## src/rtl/rv32i_pkg.sv

```systemverilog
// rv32i_pkg: shared types and widths for the RV32I backend slice.
//   PHYS_REG_FILE_IDX_BW : physical register tag width
//   ROB_DEPTH / ROB_IDX_BW : reorder buffer depth and index width
//   mul_arb_state_e      : multiply issue arbiter FSM states
//   mul_req_t            : one multiply request (operands + tags)
//   rr_wrap_inc          : modulo-n increment used by round-robin pointers
package rv32i_pkg;

    localparam int unsigned PHYS_REG_FILE_IDX_BW = 6;
    localparam int unsigned ROB_DEPTH            = 32;
    localparam int unsigned ROB_IDX_BW           = $clog2(ROB_DEPTH);

    typedef enum logic [1:0] {
        IDLE = 2'd0,
        BUSY = 2'd1,
        RESP = 2'd2
    } mul_arb_state_e;

    typedef struct packed {
        logic [31:0]                     multiplicand;
        logic [31:0]                     multiplier;
        logic [PHYS_REG_FILE_IDX_BW-1:0] dst_phys_rf_tag;
        logic [ROB_IDX_BW-1:0]           rob_entry_idx;
    } mul_req_t;

    function automatic int unsigned rr_wrap_inc(input int unsigned idx, input int unsigned n);
        int unsigned nxt;
        nxt = idx + 1;
        if (nxt >= n) nxt = 0;
        return nxt;
    endfunction

endpackage

```

## src/rtl/rv32i_rr_arbiter.sv

```systemverilog
// rv32i_rr_arbiter: round-robin one-hot arbiter shared by the functional
// unit issue arbiters.
//   clk, rstn  : clock, asynchronous active-low reset
//   i_req      : per-requester request vector
//   i_adv      : the current grant was taken; move pointer past it
//   o_gnt_vld  : some requester is granted
//   o_gnt_idx  : binary index of the granted requester
//   o_gnt_oh   : one-hot grant vector
module rv32i_rr_arbiter
    import rv32i_pkg::*;
#(
    parameter int unsigned NUM_REQ = 2,
    parameter int unsigned IDX_BW  = (NUM_REQ > 1) ? $clog2(NUM_REQ) : 1
) (
    input  logic               clk,
    input  logic               rstn,
    input  logic [NUM_REQ-1:0] i_req,
    input  logic               i_adv,
    output logic               o_gnt_vld,
    output logic [IDX_BW-1:0]  o_gnt_idx,
    output logic [NUM_REQ-1:0] o_gnt_oh
);

    logic [IDX_BW-1:0] rr_ptr;
    logic [IDX_BW-1:0] rr_ptr_nxt;

    // First asserted request at or after rr_ptr, searching cyclically.
    always_comb begin
        int unsigned idx;
        logic        found;
        o_gnt_vld = 1'b0;
        o_gnt_idx = '0;
        o_gnt_oh  = '0;
        found     = 1'b0;
        idx       = 0;
        for (int unsigned off = 0; off < NUM_REQ; off++) begin
            idx = int'(rr_ptr) + off;
            if (idx >= NUM_REQ) idx = idx - NUM_REQ;
            if (!found && i_req[idx]) begin
                found         = 1'b1;
                o_gnt_vld     = 1'b1;
                o_gnt_idx     = IDX_BW'(idx);
                o_gnt_oh[idx] = 1'b1;
            end
        end
    end

    always_comb begin
        rr_ptr_nxt = IDX_BW'(rr_wrap_inc(int'(o_gnt_idx), NUM_REQ));
    end

    always_ff @(posedge clk or negedge rstn) begin
        if (!rstn) begin
            rr_ptr <= '0;
        end else if (i_adv && o_gnt_vld) begin
            rr_ptr <= rr_ptr_nxt;
        end
    end

endmodule

```

## src/rtl/rv32i_mul_issue_arbiter.sv

```systemverilog
// rv32i_mul_issue_arbiter: shares the single 4-stage pipelined multiplier
// between NUM_REQ issue queues. Round-robin grant, one multiply in flight,
// product registered and offered to the CDB with valid/ready, flush squashes
// in-flight or pending results.
//   clk, rstn               : clock, asynchronous active-low reset
//   i_flush                 : backend flush
//   i_req_* / o_req_rdy     : issue queue requests and one-hot accept
//   o_mul_* / i_mul_rdy     : issue side of the multiplier
//   i_mul_* / o_mul_res_rdy : result side of the multiplier
//   o_wb_* / i_wb_rdy       : writeback / CDB port
// Optional build macro RV32I_MUL_ZERO_BYPASS_EN: ops with a zero operand skip
// the multiplier and produce a zero result one cycle after the grant.
module rv32i_mul_issue_arbiter
    import rv32i_pkg::*;
#(
    parameter int unsigned NUM_REQ    = 2,
    parameter int unsigned REQ_IDX_BW = (NUM_REQ > 1) ? $clog2(NUM_REQ) : 1
) (
    input  logic                                        clk,
    input  logic                                        rstn,
    input  logic                                        i_flush,
    input  logic [NUM_REQ-1:0]                          i_req_vld,
    input  logic [NUM_REQ-1:0][31:0]                    i_req_multiplicand,
    input  logic [NUM_REQ-1:0][31:0]                    i_req_multiplier,
    input  logic [NUM_REQ-1:0][PHYS_REG_FILE_IDX_BW-1:0] i_req_dst_phys_rf_tag,
    input  logic [NUM_REQ-1:0][ROB_IDX_BW-1:0]          i_req_rob_entry_idx,
    output logic [NUM_REQ-1:0]                          o_req_rdy,
    output logic                                        o_mul_vld,
    output logic [31:0]                                 o_mul_multiplicand,
    output logic [31:0]                                 o_mul_multiplier,
    output logic [PHYS_REG_FILE_IDX_BW-1:0]             o_mul_dst_phys_rf_tag,
    output logic [ROB_IDX_BW-1:0]                       o_mul_rob_entry_idx,
    input  logic                                        i_mul_rdy,
    input  logic                                        i_mul_vld,
    input  logic [31:0]                                 i_mul_product,
    input  logic [PHYS_REG_FILE_IDX_BW-1:0]             i_mul_dst_phys_rf_tag,
    input  logic [ROB_IDX_BW-1:0]                       i_mul_rob_entry_idx,
    output logic                                        o_mul_res_rdy,
    output logic                                        o_wb_vld,
    output logic [31:0]                                 o_wb_data,
    output logic [PHYS_REG_FILE_IDX_BW-1:0]             o_wb_dst_phys_rf_tag,
    output logic [ROB_IDX_BW-1:0]                       o_wb_rob_entry_idx,
    input  logic                                        i_wb_rdy
);

    mul_arb_state_e                  state_q, state_d;
    logic                            kill_q;
    logic                            gnt_vld;
    logic [REQ_IDX_BW-1:0]           gnt_idx;
    logic [NUM_REQ-1:0]              gnt_oh;
    mul_req_t                        req_sel;
    logic                            zero_op;
    logic                            can_grant;
    logic                            issue_mul;
    logic                            issue;
    logic [PHYS_REG_FILE_IDX_BW-1:0] iss_tag_q;
    logic [ROB_IDX_BW-1:0]           iss_rob_q;

    rv32i_rr_arbiter #(
        .NUM_REQ (NUM_REQ),
        .IDX_BW  (REQ_IDX_BW)
    ) u_rr_arbiter (
        .clk       (clk),
        .rstn      (rstn),
        .i_req     (i_req_vld),
        .i_adv     (issue),
        .o_gnt_vld (gnt_vld),
        .o_gnt_idx (gnt_idx),
        .o_gnt_oh  (gnt_oh)
    );

    always_comb begin
        req_sel.multiplicand    = i_req_multiplicand[gnt_idx];
        req_sel.multiplier      = i_req_multiplier[gnt_idx];
        req_sel.dst_phys_rf_tag = i_req_dst_phys_rf_tag[gnt_idx];
        req_sel.rob_entry_idx   = i_req_rob_entry_idx[gnt_idx];
`ifdef RV32I_MUL_ZERO_BYPASS_EN
        zero_op = (req_sel.multiplicand == '0) || (req_sel.multiplier == '0);
`else
        zero_op = 1'b0;
`endif
        // rstn gates the combinational accept so reset forces it low at once.
        can_grant = rstn && (state_q == IDLE) && gnt_vld && !i_flush;
        issue_mul = can_grant && !zero_op && i_mul_rdy;
        issue     = issue_mul || (can_grant && zero_op);

        o_req_rdy             = issue ? gnt_oh : '0;
        o_mul_vld             = issue_mul;
        o_mul_multiplicand    = req_sel.multiplicand;
        o_mul_multiplier      = req_sel.multiplier;
        o_mul_dst_phys_rf_tag = req_sel.dst_phys_rf_tag;
        o_mul_rob_entry_idx   = req_sel.rob_entry_idx;
        o_mul_res_rdy         = (state_q == BUSY) && i_mul_vld;

        state_d = state_q;
        unique case (state_q)
            IDLE: begin
                if (issue_mul)  state_d = BUSY;
                else if (issue) state_d = RESP;
            end
            BUSY: begin
                if (i_mul_vld) state_d = (kill_q || i_flush) ? IDLE : RESP;
            end
            RESP: begin
                if (i_flush || i_wb_rdy) state_d = IDLE;
            end
            default: state_d = IDLE;
        endcase
    end

    always_ff @(posedge clk or negedge rstn) begin
        if (!rstn) begin
            state_q              <= IDLE;
            kill_q               <= 1'b0;
            o_wb_vld             <= 1'b0;
            o_wb_data            <= '0;
            o_wb_dst_phys_rf_tag <= '0;
            o_wb_rob_entry_idx   <= '0;
            iss_tag_q            <= '0;
            iss_rob_q            <= '0;
        end else begin
            state_q <= state_d;
            unique case (state_q)
                IDLE: begin
                    if (issue) begin
                        iss_tag_q <= req_sel.dst_phys_rf_tag;
                        iss_rob_q <= req_sel.rob_entry_idx;
                    end
                    // Zero-operand bypass: result is known without the multiplier.
                    if (issue && !issue_mul) begin
                        o_wb_vld             <= 1'b1;
                        o_wb_data            <= '0;
                        o_wb_dst_phys_rf_tag <= req_sel.dst_phys_rf_tag;
                        o_wb_rob_entry_idx   <= req_sel.rob_entry_idx;
                    end
                end
                BUSY: begin
                    if (i_mul_vld) begin
                        kill_q <= 1'b0;
                        if (!(kill_q || i_flush)) begin
                            o_wb_vld             <= 1'b1;
                            o_wb_data            <= i_mul_product;
                            o_wb_dst_phys_rf_tag <= i_mul_dst_phys_rf_tag;
                            o_wb_rob_entry_idx   <= i_mul_rob_entry_idx;
                        end
                    end else if (i_flush) begin
                        kill_q <= 1'b1;
                    end
                end
                RESP: begin
                    if (i_flush || i_wb_rdy) o_wb_vld <= 1'b0;
                end
                default: ;
            endcase
        end
    end

    a_mul_vld_only_busy: assert property (@(posedge clk) disable iff (!rstn)
        i_mul_vld |-> (state_q == BUSY));

    a_mul_tags_match: assert property (@(posedge clk) disable iff (!rstn)
        ((state_q == BUSY) && i_mul_vld) |->
        ((i_mul_dst_phys_rf_tag == iss_tag_q) && (i_mul_rob_entry_idx == iss_rob_q)));

endmodule

```

## config.mk

```make
export PLATFORM = sky130hd
export DESIGN_NAME = rv32i_mul_issue_arbiter
export DESIGN_NICKNAME = d
export VERILOG_FILES = /design/src/rtl/rv32i_pkg.sv /design/src/rtl/rv32i_rr_arbiter.sv /design/src/rtl/rv32i_mul_issue_arbiter.sv
export SDC_FILE = /design/constraint.sdc
export NUM_CORES = 1
export LEC_CHECK = 0
export CAP_MARGIN = 30
export CORE_AREA = 2 2 127 129
export CTS_CLUSTER_DIAMETER = 100
export CTS_CLUSTER_SIZE = 16
export DETAILED_ROUTE_END_ITERATION = 12
export DIE_AREA = 0 0 129 131
export GPL_TIMING_DRIVEN = 0
export PLACE_DENSITY_LB_ADDON = 0.25
export SLEW_MARGIN = 20
export SYNTH_ARGS = -nofsm -noshare
export SYNTH_HDL_FRONTEND = slang
export SYNTH_SLANG_ARGS = --single-unit
```

## constraint.sdc

```tcl
create_clock -name clk -period 3.3 [get_ports clk]
set_input_delay 0.495 -clock clk [delete_from_list [all_inputs] [get_ports clk]]
set_output_delay 0.495 -clock clk [all_outputs]
set_load 0.1 [all_outputs]
```

==> impl_metrics.ini <==
[timing]
min_period_ns = 3.173
hold_slack_ns = 0.2120
setup_tns_ns = 0
fin_skew_ns = 0.006492
rsz0062_at_grt = false
slew_headroom_pct = 31.66
tightest_slew_ns = 1.022
clock.fmax_ghz = 0.3152
drv_slew = 0
finalSetupViolCount = 0
hold_viol_final = 0
finalCritPeriodShare_pct = 96.15

[pwr]
swShare_pct = 57.92
p_int_mw = 2.297
total_power_mw = 5.458
power.switching_mw = 3.161
pwr-share-clk_pct = 10.5
power.share.sequential_pct = 17.4
power.density_nw_per_um2 = 818.1
p_leak_nw = 2.897
p_comb_share_pct = 72.1
irDropWorstVdd_mv = 0.5316

[critical_path]
worstSetupPathType = input pin to output port
rr_startpoint = state_q[0]
crit_fanout = 10
reg2reg_slack_ns = 1.86
critPathLaunch = i_req_vld[0]
cp-start-kind = input pin
r2r-end = o_wb_data[17]
cp.required_ns = 2.80
r2r_cells = 4
end_kind = output port
arrival_ns = 2.68
endpoint = o_mul_multiplier[25]

[routing]
wl_per_cell_microns = 17.06
drt_first_pass_iters = 4
drt_iter0_markers = 51
ant_nets = 0
avgViaCountPerCell = 3.937
wl_mm = 12.93
drc = 0
vias = 2984

[final_layout]
final_nets = 742
drive_gt1_share_pct = 40.59
areaGrowthSynthToFinish_pct = 127.4
fin_util_pct = 42.77
antenna_cells = 0
fillers = 1483

[clock_network]
cts_hold_buf = 0
clock_sinks = 48
clockBufferDepth = 2
cts_buffers = 5
cts_root_buf = clkbuf_16
htreeDepth = 2
cts_tree = yes
clk_pin_slew_ns = 0.06
clk_latency_ns = 0.29

[status]
status = completed

[synth]
synth.distinct_cells = 21
ys_ff_latch = 48
netlist_area_sq_um = 2934
yosys_warnings = 0
synth_fp_nets = 404
ys_seq_area_share_pct = 40.94
synth_cells = 203
syn_avg_cell_area_sq_um = 14.45

[die]
fp.dieW_microns = 129
dieHeight_microns = 131
rows = 46
top_level_ports = 324
core_sq_um = 15600
initial_utilization_pct = 18.81
dieArea_sq_um = 16900

[placement]
finalWeightedCongestion = 0.8107
place_hpwl_mm = 11.23
io_buffers = 323

[global_route]
antenna_found_initial = 0
grt_max_degree = 27
grt_usage_pct = 14.38
grt_pass1_wl_mm = 18.36
grt_pass1_vias = 3229
grt_overflow = 0

[run]
maxCapViolations = 0

[hold_path]
hold_class = input pin to asynchronous set/reset pin
## flip-flops by register name, summed over array words and instances (netlist names)
| name | count |
|---|---|
| kill_q | 1 |
| u_rr_arbiter.rr_ptr | 1 |
| o_wb_dst_phys_rf_tag | 6 |
| o_wb_rob_entry_idx | 5 |
| o_wb_data | 32 |
| state_q | 2 |
| o_wb_vld | 1 |
## cell usage after synthesis
| library cell | instances | area (sq um) |
|---|---|---|
| inv_1 | 3 | 11.26 |
| and3b_2 | 1 | 10.01 |
| nand2b_1 | 2 | 12.51 |
| mux2_2 | 80 | 900.9 |
| a31oi_1 | 2 | 12.51 |
| dfrtp_1 | 48 | 1201 |
| a211oi_1 | 1 | 7.510 |
| buf_4 | 1 | 7.510 |
| o31ai_1 | 1 | 7.510 |
| o21ai_0 | 1 | 5.000 |
| mux2_4 | 38 | 570.6 |
| nor2_1 | 6 | 22.52 |
| nand2_1 | 1 | 3.750 |
| o21ai_2 | 1 | 8.760 |
| nor3_1 | 1 | 5.000 |
| buf_2 | 3 | 15.01 |
| buf_6 | 8 | 90.09 |
| a41oi_1 | 1 | 8.760 |
| and4bb_2 | 1 | 12.51 |
| nand2_4 | 1 | 11.26 |
| a21oi_1 | 2 | 10.01 |
## power groups by stage
stage | registers, mW | logic, mW | clock network, mW
3_5_place_dp | 0.960 | 4.00 | 0
5_1_grt | 0.986 | 4.04 | 0.624
2_1_floorplan | 2.58 | 1.37 | 0
4_1_cts | 0.954 | 3.97 | 0.593
6_report | 0.951 | 3.94 | 0.571
3_3_place_gp | 0.948 | 3.95 | 0
## cells in the final DEF, fill, tap and decap left out, types with 2 or more instances in the layout
cell	count
buf_4	5
a21oi_1	2
clkbuf_2	30
nor2_1	6
inv_1	3
mux2_4	38
a31oi_1	2
buf_2	4
nand2b_1	2
clkbuf_16	5
buf_6	8
buf_16	5
mux2_2	80
dlygate4sd2_1	9
clkdlybuf4s15_2	35
dfrtp_1	48
clkdlybuf4s50_1	244
## critical path, cell delays in order
cell	delay, ns
clkdlybuf4s50_1	0.52
inv_1	0.10
o21ai_4	0.21
buf_2	0.29
mux2_2	0.19
dlygate4sd2_1	0.85
## kinds of logic (layout without fill, tap and decap cells)
kind of cell	count (synthesis)	after routing	share of synthesized area (%)
simple gates	13	13	2.643
buf+inv	15	354	4.222
mux	118	118	50.15
compound gates	9	9	2.047
flops	48	48	40.94
## through the flow
stage	cells	instance area, sq um	worst slack [ns]
after floorplan	203	2944	0.6215
after global placement	742	6447	-1.839
after detailed placement	748	6600	-0.4037
after CTS	756	6777	-0.005325
after global routing	758	6671	0.002562
final	758	6671	0.1269
## routing by layer
| layer | global-route usage, % | vias to the layer above | part of all wire [%] |
|---|---|---|---|
| met5 | 0 | - | 0 |
| met1 | 14.54 | 1386 | 34 |
| met2 | 27.45 | 172 | 54 |
| met4 | 3.772 | 0 | 1.5 |
| li1 | - | 1416 | - |
| met3 | 5.782 | 10 | 11 |
## layout make-up
class	count	area (sq um)	area share [%]
Sequential cell	48	1201	18.00
Multi-Input combinational cell	140	1627	24.38
Inverter	3	11.26	0.1688
Tap cell	216	270.3	4.051
Timing Repair Buffer	331	3278	49.14
Clock inverter	2	35.03	0.5251
Clock buffer	6	128.9	1.932
Buffer	12	120.1	1.800
## worst min-delay path by stage
stage	end	depth (start not counted)	slack, ns	startpoint
floorplan	kill_q	0	0.20	rstn
global placement	state_q[0]	1	0.47	state_q[1]
detailed placement	state_q[0]	1	0.48	state_q[1]
CTS	o_wb_data[3]	1	0.23	rstn
global route	o_wb_data[1]	1	0.26	rstn
finish	o_wb_dst_phys_rf_tag[3]	1	0.21	rstn
## what timing repair did
action | 4_1_cts | 5_1_grt
buffers inserted | 0 | 5
gates resized for setup | 149 | 59
setup endpoints to repair | 78 | 34
Note: power is estimated with default switching activity, not from simulation.
